### src/rtl/fifo_sync_param.sv
// Parametrised single-clock FIFO with level count, programmable almost-full /
// almost-empty thresholds, synchronous flush and an optional
// first-word-fall-through read port. At default parameters it reproduces the
// legacy 16x8 synchronous FIFO interface and flag timing.
module fifo_sync_param #(
    parameter int FIFO_WIDTH = 16,
    parameter int FIFO_DEPTH = 8,
    parameter int AF_THRESH  = FIFO_DEPTH - 1,
    parameter int AE_THRESH  = 1,
    parameter bit FWFT       = 1'b0,
    localparam int CNT_W     = $clog2(FIFO_DEPTH + 1)
) (
    input  logic                  clk,
    input  logic                  rst_n,
    input  logic                  clr,
    input  logic                  wr_en,
    input  logic                  rd_en,
    input  logic [FIFO_WIDTH-1:0] data_in,
    output logic [FIFO_WIDTH-1:0] data_out,
    output logic                  wr_ack,
    output logic                  overflow,
    output logic                  underflow,
    output logic                  full,
    output logic                  empty,
    output logic                  almostfull,
    output logic                  almostempty,
    output logic [CNT_W-1:0]      count
);

    localparam int PTR_W = $clog2(FIFO_DEPTH);

    localparam logic [PTR_W-1:0] PTR_LAST = PTR_W'(FIFO_DEPTH - 1);
    localparam logic [CNT_W-1:0] CNT_FULL = CNT_W'(FIFO_DEPTH);
    localparam logic [CNT_W-1:0] CNT_AF   = CNT_W'(AF_THRESH);
    localparam logic [CNT_W-1:0] CNT_AE   = CNT_W'(AE_THRESH);

    // Reject illegal parameter combinations at elaboration
    if (FIFO_DEPTH < 2) begin : g_bad_depth
        $error("fifo_sync_param: FIFO_DEPTH must be >= 2");
    end
    if (!(AE_THRESH >= 1 && AE_THRESH < AF_THRESH && AF_THRESH <= FIFO_DEPTH - 1)) begin : g_bad_thresh
        $error("fifo_sync_param: thresholds must satisfy 1 <= AE_THRESH < AF_THRESH <= FIFO_DEPTH-1");
    end

    logic [FIFO_WIDTH-1:0] mem [FIFO_DEPTH];

    logic [PTR_W-1:0] wr_ptr_q, wr_ptr_d;
    logic [PTR_W-1:0] rd_ptr_q, rd_ptr_d;
    logic [CNT_W-1:0] count_q, count_d;
    logic             wr_ack_q, wr_ack_d;
    logic             overflow_q, overflow_d;
    logic             underflow_q, underflow_d;

    logic full_w, empty_w;
    logic wr_go, rd_go;

    // Pointer advance with an explicit wrap so any depth works, not just powers of two
    function automatic logic [PTR_W-1:0] ptr_inc(input logic [PTR_W-1:0] p);
        return (p == PTR_LAST) ? '0 : p + 1'b1;
    endfunction

    assign full_w  = (count_q == CNT_FULL);
    assign empty_w = (count_q == '0);

    // A write into a full FIFO, or a read from an empty one, is simply dropped;
    // this alone gives "write only" on empty and "read only" on full.
    assign wr_go = wr_en & ~full_w;
    assign rd_go = rd_en & ~empty_w;

    // Next-state for pointers, occupancy and the one-cycle-late status bits; flush wins
    always_comb begin
        wr_ptr_d    = wr_ptr_q;
        rd_ptr_d    = rd_ptr_q;
        count_d     = count_q;
        wr_ack_d    = wr_go;
        overflow_d  = wr_en & full_w;
        underflow_d = rd_en & empty_w;
        if (clr) begin
            wr_ptr_d    = '0;
            rd_ptr_d    = '0;
            count_d     = '0;
            wr_ack_d    = 1'b0;
            overflow_d  = 1'b0;
            underflow_d = 1'b0;
        end else begin
            if (wr_go) wr_ptr_d = ptr_inc(wr_ptr_q);
            if (rd_go) rd_ptr_d = ptr_inc(rd_ptr_q);
            case ({wr_go, rd_go})
                2'b10:   count_d = count_q + 1'b1;
                2'b01:   count_d = count_q - 1'b1;
                default: count_d = count_q;
            endcase
        end
    end

    // Control state registers with asynchronous active-low reset
    always_ff @(posedge clk or negedge rst_n) begin
        if (!rst_n) begin
            wr_ptr_q    <= '0;
            rd_ptr_q    <= '0;
            count_q     <= '0;
            wr_ack_q    <= 1'b0;
            overflow_q  <= 1'b0;
            underflow_q <= 1'b0;
        end else begin
            wr_ptr_q    <= wr_ptr_d;
            rd_ptr_q    <= rd_ptr_d;
            count_q     <= count_d;
            wr_ack_q    <= wr_ack_d;
            overflow_q  <= overflow_d;
            underflow_q <= underflow_d;
        end
    end

    // Storage array: not reset, written only on an accepted, non-flushed write
    always_ff @(posedge clk) begin
        if (wr_go && !clr) begin
            mem[wr_ptr_q] <= data_in;
        end
    end

    if (!FWFT) begin : g_reg_read
        logic [FIFO_WIDTH-1:0] dout_q, dout_d;

        // Registered read port: load the head word on an accepted read, hold otherwise
        always_comb begin
            dout_d = dout_q;
            if (clr) begin
                dout_d = '0;
            end else if (rd_go) begin
                dout_d = mem[rd_ptr_q];
            end
        end

        // Read data register, cleared by reset
        always_ff @(posedge clk or negedge rst_n) begin
            if (!rst_n) begin
                dout_q <= '0;
            end else begin
                dout_q <= dout_d;
            end
        end

        assign data_out = dout_q;
    end else begin : g_fwft_read
        // Head word is presented as soon as the FIFO is non-empty; rd_en pops it
        assign data_out = empty_w ? '0 : mem[rd_ptr_q];
    end

    assign wr_ack      = wr_ack_q;
    assign overflow    = overflow_q;
    assign underflow   = underflow_q;
    assign full        = full_w;
    assign empty       = empty_w;
    assign almostfull  = (count_q >= CNT_AF) && (count_q < CNT_FULL);
    assign almostempty = (count_q != '0) && (count_q <= CNT_AE);
    assign count       = count_q;

endmodule

### config.mk
export PLATFORM = sky130hd
export DESIGN_NAME = fifo_sync_param
export DESIGN_NICKNAME = d
export VERILOG_FILES = /design/src/rtl/fifo_sync_param.sv
export SDC_FILE = /design/constraint.sdc
export NUM_CORES = 1
export LEC_CHECK = 0
export BUFFER_PORTS_ARGS = -buffer_cell sky130_fd_sc_hd__buf_2
export CORE_AREA = 3 3 112 114
export CTS_CLUSTER_SIZE = 12
export DETAILED_ROUTE_END_ITERATION = 10
export DIE_AREA = 0 0 115 117
export GPL_TIMING_DRIVEN = 1
export PLACE_DENSITY_LB_ADDON = 0.05
export SLEW_MARGIN = 20
export SYNTH_ARGS = -nofsm -noshare
export SYNTH_HDL_FRONTEND = slang
export SYNTH_SLANG_ARGS = --single-unit
### constraint.sdc
create_clock -name clk -period 3.35 [get_ports clk]
set_input_delay 0.1675 -clock clk [delete_from_list [all_inputs] [get_ports clk]]
set_output_delay 0.1675 -clock clk [all_outputs]
set_load 0.02 [all_outputs]
# After elaboration in Yosys (flattened, before gate mapping)
# Memory sizes are Yosys's and may differ from the RTL's.
# Index checks and enable logic that the tools add are counted.
[op_classes] n_addsub=4 n_reduce_logical=9 n_eq_ne=5 bitwise=6 magnitude_cmp=3 n_mux=15
[op_table] cell="16-bit two-way mux" n=2
[op_table] cell="3-bit two-way mux" n=6
[op_table] cell="4-bit one-hot mux with 2 select lines" n=1
[op_table] cell="3-bit by 1-bit adder with 3-bit output, second input constant" n=2
[op_table] cell="3-bit equality test, second input constant" n=2
[op_table] cell="1-bit two-way mux" n=5
[op_table] cell="4-bit by 1-bit adder with 4-bit output, second input constant" n=1
[op_table] cell="1-bit bitwise AND" n=4
[op_table] cell="4-bit equality test, second input constant" n=1
[op_table] cell="4-bit by 3-bit greater-or-equal comparator with 1-bit output, second input constant" n=1
[op_table] cell="4-bit by 1-bit <= comparator with 1-bit output, second input constant" n=1
[op_table] cell="4-bit zero test" n=1
[op_table] cell="4-bit < comparator, second input constant" n=1
[op_table] cell="4-bit two-way mux" n=1
[op_table] cell="2-bit nonzero test" n=2
[op_table] cell="4-bit nonzero test" n=1
[op_table] cell="4-bit by 1-bit subtractor with 4-bit output, second input constant" n=1
[op_table] cell="1-bit logical AND" n=3
[op_table] cell="3-bit nonzero test" n=1
[op_table] cell="2-bit by 1-bit equality test with 1-bit output, second input constant" n=1
[op_table] cell="2-bit equality test, second input constant" n=1
[op_table] cell="1-bit NOT" n=2
[op_table] cell="1-bit zero test" n=1
[totals] memories=1 ram_bits=128 ff_bits=29
[mem_list] memory="mem" depth=8 width=16 read_ports=1 rd_clocked_by_memory_dff=0 wr=1 line_no="45" source="logic [FIFO_WIDTH-1:0] mem [FIFO_DEPTH];"

# Longest topological paths before layout
[logic_depth] depth_word=6 ltp_mapped=9 ltp_nobuf=7

# Worst setup path after synthesis
# OpenSTA, ideal clock, no wires.
[synth_timing] kind="register -> register" start="reg count_q[0] (netlist: count[0])" end="mem mem[0][0], enable pin" path_stages_with_launch=7 setup_time_ns=0.409 setup_slack_ns=0.196 t_arrival_ns=2.745 path_cell_list="dfrtp_1 > inv_1 > ha_1 > nand3b_1 > inv_1 > or3_1 > nor3_1"
[synth_via] elab_chain_cells=6
[synth_lines] item="start, declared" line_no="49" source="logic [CNT_W-1:0] count_q, count_d;"
[synth_lines] item="start signal, assigned" line_no="108" source="count_q <= count_d;"
[synth_lines] item="4-bit equality test" line_no="62" source="assign full_w = (count_q == CNT_FULL);"
[synth_lines] item="net full" line_no="23" source="output logic full,"
[synth_lines] item="1-bit NOT" line_no="67" source="assign wr_go = wr_en & ~full_w;"
[synth_lines] item="1-bit bitwise AND" line_no="67"
[synth_lines] item="1-bit logical AND" line_no="117" source="if (wr_go && !clr) begin"
[synth_lines] item="1-bit two-way mux" line_no="117"
[synth_lines] item="1-bit two-way mux (not written as such)" line_no="118" source="mem[wr_ptr_q] <= data_in;"
[synth_lines] item="end, declared" line_no="45"
# The timed path passes the listed nets, and every way through them passes these cells.

# Final worst setup path
[layout_timing] start="reg count_q[0] (netlist: count[0])" end="mem mem[1][7], enable pin"
[layout_via] elab_chain_cells=6
[layout_lines] item="4-bit equality test" line_no="62"
[layout_lines] item="1-bit NOT" line_no="67"
[layout_lines] item="1-bit bitwise AND" line_no="67"
[layout_lines] item="1-bit logical AND" line_no="117"
[layout_lines] item="1-bit two-way mux" line_no="117"
[layout_lines] item="1-bit two-way mux (not written as such)" line_no="118"
# No other way between the ends.

==> run metrics <==
synth cell count leaders=edfxtp_1 (128), nand2_1 (42), mux4_2 (32), dfrtp_1 (29), nor2_1 (12); Skew-Pair Late Insertion Delay=0.42 ns; CP Capture Type=register; ys async rst share=18.5%; crit path kind=register to register; setup_tns=0 ns; Cell Pwr Density=about 750 nW/um^2; Die H=117 um; DR pass1 iterations=5; status=complete, no violations; PortBufs=47; grt total ovfl=0; Hold Vio Cnt, Final=0; GRT busiest layer=met2; post-synth top area cell=edfxtp_1; most frequent cell after synthesis=edfxtp_1; EDFF count, synth=128; drc violations=0; Final period util=75.5%; clock sinks=157; worst hold stages=1; die area=13500 sq um; # IOs=48; Power Total=5.52 mW; Worst Tran Pin Value=0.790 ns; worst r2r path cells=8; Cell Area, Placed=6760 sq um; vias per cell=5.75; Worst VDD drop=0.000419 V; Synth warnings=0; reg2reg setup slack=0.82 ns; vias in the first global route=3373; share of cells above drive strength 1=33.1%; final setup fails=0; antenna violations before repair=0; synthesis-stage register bit count=roughly 160; post-synthesis cell type count=38; area delta synth->final=17.6%; final WL=roughly 12 mm; WP data required=3.48 ns; CTS root buf=clkbuf_16; mean post-synth cell area=about 18 sq um; Wirelength per Cell=21.5 um; # diodes=0; main flop type after synthesis=edfxtp_1; met3 usage=4.58%; post-synthesis sequential area ratio=72.5%; Slew Viols, Final=0; Synth Instances=349; top cell type's share of synthesized area=61.0%; Mapped Nets=378; Finished Cell Area=roughly 7400 sq um; Hold Path Sink=mem[5][2]; minimum clock period=2.53 ns; Detail Placement HPWL=around 7.6 mm; Post-DRT Antenna Nets=0; # fillers=804; RSZ-0062 raised after global routing=no; RD Place Congestion=0.793; clk_skew=0.00522 ns; reg2reg start=count[0]; core area=11500 sq um; leak pwr=approximately 2.8 nW; Nets=445; Cell Area, Synth=6300 sq um; Vias=3287; met1 Usage GRT=26.7%; Max Root-Sink Buffers=2; First DRT Iteration DRCs=204; Hold Crit Class=input pin to register; met2 GRT Util=32.7%; Setup Buffers After CTS=0; Num CTS Buffers=17; Total GRT Usage=20.1%; r2r endpoint=mem[1][7]; CTS clk-pin slew, worst paths=roughly 0.060 ns; H-tree depth=4; Slew HR=a little under half; CP Data Arrival Time=between 2 and 3 ns; min-delay src=data_in[2]; final core utilization=64.4%; CTS tree=done; top post-synthesis cells by area=edfxtp_1 (61%), dfrtp_1 (12%), mux4_2 (11%); largest net degree at the start of global routing=30; global-route wire length before repair=19.2 mm; maxcap violations=0; crit start category=register; # rows=39; Initial Utilization=54.7%; f_max=396 MHz; Crit Path Max Fanout=9; Die W=115 um; Hold WS=approximately 0.016 ns
flip-flops by register name (all words and copies together), names as in the netlist:
| signal | cells |
|---|---|
| rd_ptr_q | 3 |
| wr_ack | 1 |
| overflow | 1 |
| data_out | 16 |
| mem | 128 |
| wr_ptr_q | 3 |
| count | 4 |
| underflow | 1 |
stage by stage:
stage,worst slack (ns),instances
2_1_floorplan,0.196,349
6_report,0.822,572
3_5_place_dp,0.832,537
4_1_cts,0.813,572
5_1_grt,0.590,572
3_3_place_gp,0.937,537
area by class of cell:
class / count / area (sq um) / area share [%]
clock inverter: 14 / 190 / 2.57
sequential: 157 / 4570 / 61.7
timing repair buffer: 67 / 418 / 5.64
multi-input combinational: 168 / 1610 / 21.7
clock buffer: 18 / 429 / 5.79
tap: 143 / 179 / 2.41
inverter: 5 / 18.8 / 0.253
what timing repair did:
action,in CTS,in global routing
endpoints found under the hold margin,44,0
gates resized for setup,0,0
hold buffers,3,0
worst max-delay path: stages, from the launching register on:
cell and delay (ns):
dfrtp_1 0.45, inv_1 0.11, ha_1 0.26, nand3b_1 0.19, inv_1 0.10, nor2_1 0.14
nand2_1 0.13, nor3_2 0.55, buf_4 0.31
worst max-delay path by stage:
stage,startpoint,end,slack (ns),cells past startpoint
after floorplan,count[0],mem[0][0],0.20,6
after global placement,count[0],mem[1][10],0.94,8
after detailed placement,count[0],mem[1][9],0.83,8
after CTS,count[0],mem[1][8],0.81,8
after global routing,count[0],mem[1][8],0.59,8
final,count[0],mem[1][7],0.82,8
cell usage in the layout, fill, tap and decap left out, types with 2 or more instances in the layout:
master / synthesis / routed
nor3_1: 4 / 2
nand2_1: 42 / 42
nor3b_1: 3 / 3
o21ai_0: 3 / 3
clkinv_1: 0 / 2
buf_4: 1 / 15
nor2_1: 12 / 12
ha_1: 8 / 8
or4b_1: 2 / 2
nand4_1: 4 / 4
nor2b_1: 3 / 3
or3_1: 2 / 2
inv_6: 0 / 3
a21o_1: 2 / 2
mux2i_1: 3 / 3
inv_1: 5 / 5
clkbuf_16: 0 / 17
bufinv_16: 0 / 4
nand3_1: 4 / 4
dlygate4sd3_1: 0 / 3
nand3b_1: 2 / 2
buf_12: 0 / 2
dfrtp_1: 29 / 28
a22oi_1: 6 / 6
a21oi_1: 6 / 6
clkinvlp_4: 0 / 3
mux4_2: 32 / 32
nand2b_1: 6 / 6
nor3_2: 1 / 3
a22oi_2: 10 / 10
and2_1: 3 / 3
buf_2: 5 / 47
edfxtp_1: 128 / 128
logic make-up after synthesis:
family | synth area share, %
AOI/OAI and AO/OA | 4.41
adders and majority gates | 1.59
buffers and inverters | 2.18
DFF | 72.5
muxes | 11.9
and+or+nand+nor | 7.41
power by group:
group	total, mW	switching, mW	internal [mW]	leakage (nW)
combinational	1.11	0.594	0.518	0.913
clock	2.00	0.755	1.25	0.292
sequential	2.41	0.159	2.25	1.55
total	5.52	1.51	4.01	2.75
routing by layer:
layer | share of wire (%) | wire length [um] | vias to the layer above
met2 | 51 | 6230 | 56
met5 | 0 | 0 | -
met4 | 1.8 | 223 | 0
li1 | - | - | 1499
met1 | 45 | 5480 | 1714
met3 | 3.0 | 369 | 18
(Power assumes the default switching activity.)
